**src/rtl/gardner_nco.sv**
```systemverilog
// Gardner timing-recovery NCO: a down-counting phase accumulator whose underflow
// launches a pipelined restoring division giving the fractional interval mu.
module gardner_nco (
  input  logic               clk,
  input  logic               rst,
  input  logic signed [15:0] wk,
  input  logic signed [17:0] din_i,
  input  logic signed [17:0] din_q,
  output logic signed [17:0] dout_i,
  output logic signed [17:0] dout_q,
  output logic               strobe,
  output logic [14:0]        uk
);

  localparam int N = 15;  // divider stages, one quotient bit each
  localparam int L = 16;  // launch-to-strobe latency in clocks

  logic [14:0] w;
  logic [14:0] eta_reg;
  logic [14:0] eta_next;
  logic        wrap;

  // Steps below 1/8 (including negative loop-filter outputs) are forced to 1/8.
  always_comb begin
    if (wk < 16'sh1000) begin
      w = 15'h1000;
    end else begin
      w = wk[14:0];
    end
    wrap     = (eta_reg < w);
    eta_next = eta_reg - w;  // 15-bit arithmetic gives the +2^15 wrap for free
  end

  always_ff @(posedge clk or posedge rst) begin
    if (rst) begin
      eta_reg <= '0;
    end else begin
      eta_reg <= eta_next;
    end
  end

  logic        valid_reg [1:N];
  logic [14:0] rem_reg   [1:N];
  logic [14:0] quo_reg   [1:N];
  logic [14:0] div_reg   [1:N];

  genvar gi;
  generate
    for (gi = 1; gi <= N; gi++) begin : g_stage
      logic        v_in;
      logic [14:0] r_in;
      logic [14:0] q_in;
      logic [14:0] d_in;
      logic [15:0] r2;
      logic        q_bit;
      logic [14:0] r_out;

      // Stage 1 takes the job straight from the phase accumulator.
      if (gi == 1) begin : g_first
        assign v_in = wrap;
        assign r_in = eta_reg;
        assign q_in = '0;
        assign d_in = w;
      end else begin : g_rest
        assign v_in = valid_reg[gi-1];
        assign r_in = rem_reg[gi-1];
        assign q_in = quo_reg[gi-1];
        assign d_in = div_reg[gi-1];
      end

      // Remainder stays below the divisor, so it always fits back into 15 bits.
      always_comb begin
        r2    = {r_in, 1'b0};
        q_bit = (r2 >= {1'b0, d_in});
        if (q_bit) begin
          r_out = 15'(r2 - {1'b0, d_in});
        end else begin
          r_out = r2[14:0];
        end
      end

      always_ff @(posedge clk or posedge rst) begin
        if (rst) begin
          valid_reg[gi] <= 1'b0;
          rem_reg[gi]   <= '0;
          quo_reg[gi]   <= '0;
          div_reg[gi]   <= '0;
        end else begin
          valid_reg[gi] <= v_in;
          rem_reg[gi]   <= r_out;
          quo_reg[gi]   <= {q_in[13:0], q_bit};
          div_reg[gi]   <= d_in;
        end
      end
    end
  endgenerate

  always_ff @(posedge clk or posedge rst) begin
    if (rst) begin
      strobe <= 1'b0;
      uk     <= '0;
    end else begin
      strobe <= valid_reg[N];
      if (valid_reg[N]) begin
        uk <= quo_reg[N];
      end
    end
  end

  // Sample delay line matched to the divider latency.
  logic signed [17:0] line_i_reg [0:L-1];
  logic signed [17:0] line_q_reg [0:L-1];

  generate
    for (gi = 0; gi < L; gi++) begin : g_line
      logic signed [17:0] tap_i;
      logic signed [17:0] tap_q;

      if (gi == 0) begin : g_head
        assign tap_i = din_i;
        assign tap_q = din_q;
      end else begin : g_tail
        assign tap_i = line_i_reg[gi-1];
        assign tap_q = line_q_reg[gi-1];
      end

      always_ff @(posedge clk or posedge rst) begin
        if (rst) begin
          line_i_reg[gi] <= '0;
          line_q_reg[gi] <= '0;
        end else begin
          line_i_reg[gi] <= tap_i;
          line_q_reg[gi] <= tap_q;
        end
      end
    end
  endgenerate

  assign dout_i = line_i_reg[L-1];
  assign dout_q = line_q_reg[L-1];

endmodule
```
**config.mk**
```make
export PLATFORM = sky130hd
export DESIGN_NAME = gardner_nco
export DESIGN_NICKNAME = d
export VERILOG_FILES = /design/src/rtl/gardner_nco.sv
export SDC_FILE = /design/constraint.sdc
export NUM_CORES = 2
export LEC_CHECK = 0
export ABC_AREA = 1
export CAP_MARGIN = 30
export CORE_ASPECT_RATIO = 0.8
export CORE_MARGIN = 2
export CORE_UTILIZATION = 30
export DETAILED_ROUTE_END_ITERATION = 8
export PLACE_DENSITY = 0.53
export SLEW_MARGIN = 20
export SYNTH_ARGS = -nofsm -noshare
export SYNTH_HDL_FRONTEND = slang
export SYNTH_SLANG_ARGS = --single-unit
```
**constraint.sdc**
```tcl
create_clock -name clk -period 81.4 [get_ports clk]
set_input_delay 16.28 -clock clk [delete_from_list [all_inputs] [get_ports clk]]
set_output_delay 16.28 -clock clk [all_outputs]
set_load 0.005 [all_outputs]
```
==> Word level (Yosys, flattened, before mapping) <==
Cells that the tools add are included.
{ "totals": {"reg_bits": 1162, "inputBits": 54, "wordCells": 140} }
{ "op_classes": {"add_sub_neg": 15, "magnitude_cmp": 17, "n_mux": 15} }
{ "ops": {"columns": ["operator", "count"], "rows": [
  ["$ge 16x15->1", 15],
  ["$mux 15", 15],
  ["$sub 15x15->15", 15],
  ["$lt 16x14->1 const B", 1],
  ["$lt 15x15->1", 1]
]} }

==> Longest topological paths before layout <==
{ "depth": {"depth_word": 4, "mapped_depth": 18, "ltp_nobuf": 17} }

==> Least setup slack after synthesis <==
OpenSTA, ideal clock, no wires.
{ "synth_path": {"kind": "input to register", "startpoint": "input wk[14]", "endpoint": "register rem_reg, in the netlist g_stage[2].r_in[11]", "setup_time_ns": 0.117, "t_arrival_ns": 18.158, "required_ns": 81.283, "slack_ns": 63.125, "cell_stages": 15, "path_buffers": 2, "path_cell_list": "inv_1 -> nand2_1 -> nand2_1 -> inv_1 -> clkbuf_1 -> nand2_1 -> ha_1 -> or2_1 -> nand3_1 -> nand2_1 -> nand2_2 -> nand3_4 -> buf_6 -> nand3_1 -> nand2_1"} }
{ "synth_via": {"elab_chain_len": 4, "word_cells_on_any_way": 5, "cone_classes": "add/sub: 1; order compare: 2; mux: 2"} }
{ "synth_rtl": {"columns": ["item", "line_no", "rtl"], "rows": [
  ["from (decl)", "6", "input logic signed [15:0] wk,"],
  ["$lt 16x14->1", "25", "if (wk < 16'sh1000) begin"],
  ["$mux 15 (*)", "25", null],
  ["$ge 16x15->1 (*)", "74", "q_bit = (r2 >= {1'b0, d_in});"],
  ["net g_stage[1].q_bit", "55", "logic q_bit;"],
  ["$mux 15 (*)", "75", "if (q_bit) begin"],
  ["net g_stage[1].r_out[11]", "56", "logic [14:0] r_out;"],
  ["to (signal, indexed assignment)", "90", "rem_reg[gi] <= r_out;"],
  ["to (decl)", "43", "logic [14:0] rem_reg [1:N];"]
]} }
The timed path passes the listed nets; every way through them passes the cells marked *.
A chain may end at the register's enable or synchronous reset.

==> metrics list <==
- The run finished with clean final reports.
* Prevailing post-synth register cell: sky130_fd_sc_hd__dfrtp_1
* Total die area: 161000 um^2
- Period utilisation layout: 25.1%
- Net Sw Frac: 38.8%
- Compared with the post-synthesis result, the final layout area differs by 16.4%.
* Number of hold violations in the final report: 0
- DRC marker count from the first detailed-route iteration: 1990
- Worst setup path end: g_stage[10].q_in[2]
* Standby leakage power: 27.7 nW
- Post-DR vias/cell: 4.25
* Remaining design rule violation count: 0
- For this run, asynchronously set or reset flops after synthesis account for 100%.
* Hold/Removal Path Class: flip-flop to flip-flop
* Total number of clock tree sinks: 1162
* Worst R2R Start: g_stage[4].d_in[11]
* Cell count after synthesis: 4620
- Quantity of gates resized following cts: 0
* Post-synthesis area per instance: 10.3 um^2
* Worst Setup Start Kind: input pin
- Power after layout: 2.13 mW
- Once routing completed, OpenROAD measured the worst setup slack at 60.96 ns.
* Total of warnings raised by yosys: 0
- The final layout contains routed wiring with a total length of 97.9 mm.
* Clock tree from TritonCTS: yes
- Row count: 130
- Number of library cell types mapped by synthesis: 40
- Antenna-violating nets left: 0
- Buffers from clock root to sink, at most: 3
* Register-to-register setup slack: 78.80 ns
- Timing would allow up to 0.0489 GHz.
- Between clock sinks in the finished design, the worst skew comes to 0.0831 ns.
- The setup path with the least slack is of type input pin to async pin.
* Cell with the most instances after synthesis: sky130_fd_sc_hd__nand2_1
* Instance area at placement: 50900 um^2
- PortBufs: 105
- In this run the number of H-tree levels came out at 3.
- In this run, synthesis produced a sequential element count of 1162.
* CP Data Required Time: 82.10 ns
* Net Sw Power: 0.827 mW
- The net count of the finished layout is 5142.
- Adding up every negative setup slack in the final design gives 0 ns.
* Worst flop-to-flop path endpoint: g_stage[5].r_in[2]
* Count of buffers added by post-CTS timing repair for setup: 0
- Measured against its own limit, the worst slew margin works out to 47.1%.
* Wire length of the first global-routing pass: 161 mm
* Clock insertion delay at the later pin of the skew report: 0.75 ns
- Dividing total power by cell area gives a power density of 38.6 nW/um^2.
* Shortest period the worst path allows: 20.44 ns
* # setup viols final: 0
- Post-cts hold buffer count: 0
- Portion of total power attributed to the clock network: 26.0%
- Count of pins over their slew limit: 0
* Setup Slack @ Placement: 59.65 ns
- Cell types with the highest counts after synthesis: 1167 x sky130_fd_sc_hd__nand2_1, 1162 x sky130_fd_sc_hd__dfrtp_1, 846 x sky130_fd_sc_hd__inv_1
* Post-route cell area: 55200 um^2
* Critical path arrival: 21.14 ns
* Peak VDD IR: 0.0207 mV
- Proportion of power drawn by combinational gates: 38.5%
- The worst setup path is captured at an async pin.
- Cell Int Power: 1.30 mW
- Buffers inserted during clock tree synthesis total 115.
- The mapped netlist covers 47400 um^2.
- Cells with a size suffix above 1 make up 7.40% of the layout.
* Routed wire per std cell: 13.9 um
- Seq/Total Area, Yosys: 61.3%
- For the worst flop-to-flop path, the logic depth is 9.
- In this run, flip-flops and latches consume 35.6% of the power.
* HPWL after DPL: 73.4 mm
* Post-synthesis cell type with the largest combined area: sky130_fd_sc_hd__dfrtp_1
- Pin count of the biggest net entering global routing: 146
* Overall routing resource usage: 12.4%
- The die is 360 um tall.
* Number of global-route vias before repair: 29853
- Net count after synthesis: 4928
- Along the worst path, the maximum fanout reaches 88.
* Max cap viols: 0
- After filler insertion, the fill cell instance count of the layout stands at 15749.
- Initial core utilization: 30.2%
- Clock edge transition at the registers on the reported setup and hold paths: 0.06 ns
* Via count of the routed design: 29953
- Global routing finished with a remaining overflow of 0.
- The congestion estimate from routability-driven global placement came to 0.859.
* Launching element of the worst setup path: rst
* DIE WIDTH: 448 um
* Transition time of the tightest slew-check pin: 0.794 ns
* Initial antenna violation count: 2
* RSZ-0062 raised after global routing: no
- Area share of the leading cell type in the synthesized netlist: 61.3%
- Pin placement for this block handled 106 I/O pins.
- The total area inside the core boundary comes to 157000 um^2.
* Synth area leaders: sky130_fd_sc_hd__dfrtp_1 61%, sky130_fd_sc_hd__nand2_1 9.2%, sky130_fd_sc_hd__inv_1 6.7%
- Cell at the root of the clock tree: sky130_fd_sc_hd__clkbuf_16
- Number of detailed-routing iterations run before antenna repair: 5
- Post-synth EDFFs: 0
## stage by stage
stage / util, % / std cells / hold slack, ns
floorplan: - / 4620 / 0.331
global placement: 32.4 / 6822 / 0.331
detailed placement: 32.5 / 6823 / 0.335
CTS: 35.1 / 7038 / 0.293
global route: 35.2 / 7045 / 0.291
finish: 35.2 / 7045 / 0.300
## power groups by stage
stage / sequential (mW) / clock [mW] / combinational (mW)
after global placement: 0.769 / 0 / 0.805
after floorplan: 0.744 / 0 / 0.636
after global routing: 0.770 / 0.600 / 0.940
final: 0.757 / 0.552 / 0.819
after CTS: 0.760 / 0.575 / 0.816
after detailed placement: 0.770 / 0 / 0.812
## placed cells by master, fill, tap and decap left out, types with 8 or more instances in the layout
cell,n
sky130_fd_sc_hd__nor3_1,26
sky130_fd_sc_hd__inv_2,8
sky130_fd_sc_hd__clkbuf_1,17
sky130_fd_sc_hd__o21ai_1,33
sky130_fd_sc_hd__nand2_4,12
sky130_fd_sc_hd__nand3_4,19
sky130_fd_sc_hd__nand2_2,22
sky130_fd_sc_hd__ha_1,239
sky130_fd_sc_hd__clkbuf_8,25
sky130_fd_sc_hd__a21oi_1,127
sky130_fd_sc_hd__xnor2_1,21
sky130_fd_sc_hd__and2_1,8
sky130_fd_sc_hd__xor2_1,74
sky130_fd_sc_hd__buf_4,14
sky130_fd_sc_hd__dfrtp_1,1162
sky130_fd_sc_hd__mux2_2,15
sky130_fd_sc_hd__nand3b_1,52
sky130_fd_sc_hd__clkbuf_16,116
sky130_fd_sc_hd__nand3_1,256
sky130_fd_sc_hd__fa_1,15
sky130_fd_sc_hd__clkinv_2,18
sky130_fd_sc_hd__nor2_4,12
sky130_fd_sc_hd__nand2_1,1167
sky130_fd_sc_hd__clkdlybuf4s50_1,105
sky130_fd_sc_hd__inv_1,845
sky130_fd_sc_hd__bufinv_16,11
sky130_fd_sc_hd__nand4_1,144
sky130_fd_sc_hd__nand3_2,17
sky130_fd_sc_hd__clkinvlp_4,11
sky130_fd_sc_hd__nor2_2,12
sky130_fd_sc_hd__o21ai_0,100
sky130_fd_sc_hd__a21oi_4,14
sky130_fd_sc_hd__and3_1,13
sky130_fd_sc_hd__nor2_1,154
## worst max-delay path: stages
cell	delay, ns
sky130_fd_sc_hd__clkdlybuf4s50_1	0.49
sky130_fd_sc_hd__inv_8	0.33
sky130_fd_sc_hd__buf_16	0.39
sky130_fd_sc_hd__buf_4	0.63
sky130_fd_sc_hd__buf_4	0.44
sky130_fd_sc_hd__buf_16	0.29
sky130_fd_sc_hd__buf_4	0.67
sky130_fd_sc_hd__buf_4	0.73
sky130_fd_sc_hd__buf_4	0.75
## routing by layer
metal  global-route usage (%)  vias to the layer above  share of wire [%]
met5                        0                        -                  0
met4                     3.44                        0                2.3
met3                     2.33                      135                5.0
met2                     18.1                      531                 42
met1                     18.8                    14424                 50
li1                         -                    14863                  -
## worst min path at each step
stage	startpoint	to	slack, ns	cells past startpoint
floorplan	g_line[15].tap_i[0]	dout_i[0]	0.33	0
global placement	g_line[8].tap_q[0]	g_line[9].tap_q[0]	0.33	0
detailed placement	g_line[15].tap_i[0]	dout_i[0]	0.33	0
CTS	g_stage[15].q_in[8]	quo_reg[9]	0.29	0
global route	g_stage[12].q_in[6]	g_stage[13].q_in[7]	0.29	0
finish	g_stage[11].q_in[0]	g_stage[12].q_in[1]	0.30	0
## final cells by class
| class | instances | area, um^2 | area share, % |
|---|---|---|---|
| Tap cell | 2112 | 2640 | 4.79 |
| Inverter | 854 | 3210 | 5.82 |
| Clock buffer | 158 | 3310 | 6.00 |
| Clock inverter | 57 | 772 | 1.40 |
| Multi-Input combinational cell | 2573 | 14800 | 26.8 |
| Sequential cell | 1162 | 29100 | 52.7 |
| Antenna cell | 1 | 2.50 | 0.00453 |
| Timing Repair Buffer | 128 | 1370 | 2.48 |
## kinds of logic (layout without fill, tap and decap cells)
group                    Yosys count  count (layout)  share of synthesized area (%)
other                              0               1                              0
AND/OR/NAND/NOR                 1927            1927                           18.8
AO/OA/AOI/OAI                    282             282                           3.35
XOR/XNOR                          95              95                           1.75
multiplexers                      15              15                          0.356
flip-flops                      1162            1162                           61.3
buffers and inverters            885            1197                           7.43
adder cells (fa/ha/maj)          254             254                           6.94
Note: power is estimated with default switching activity, not from simulation.
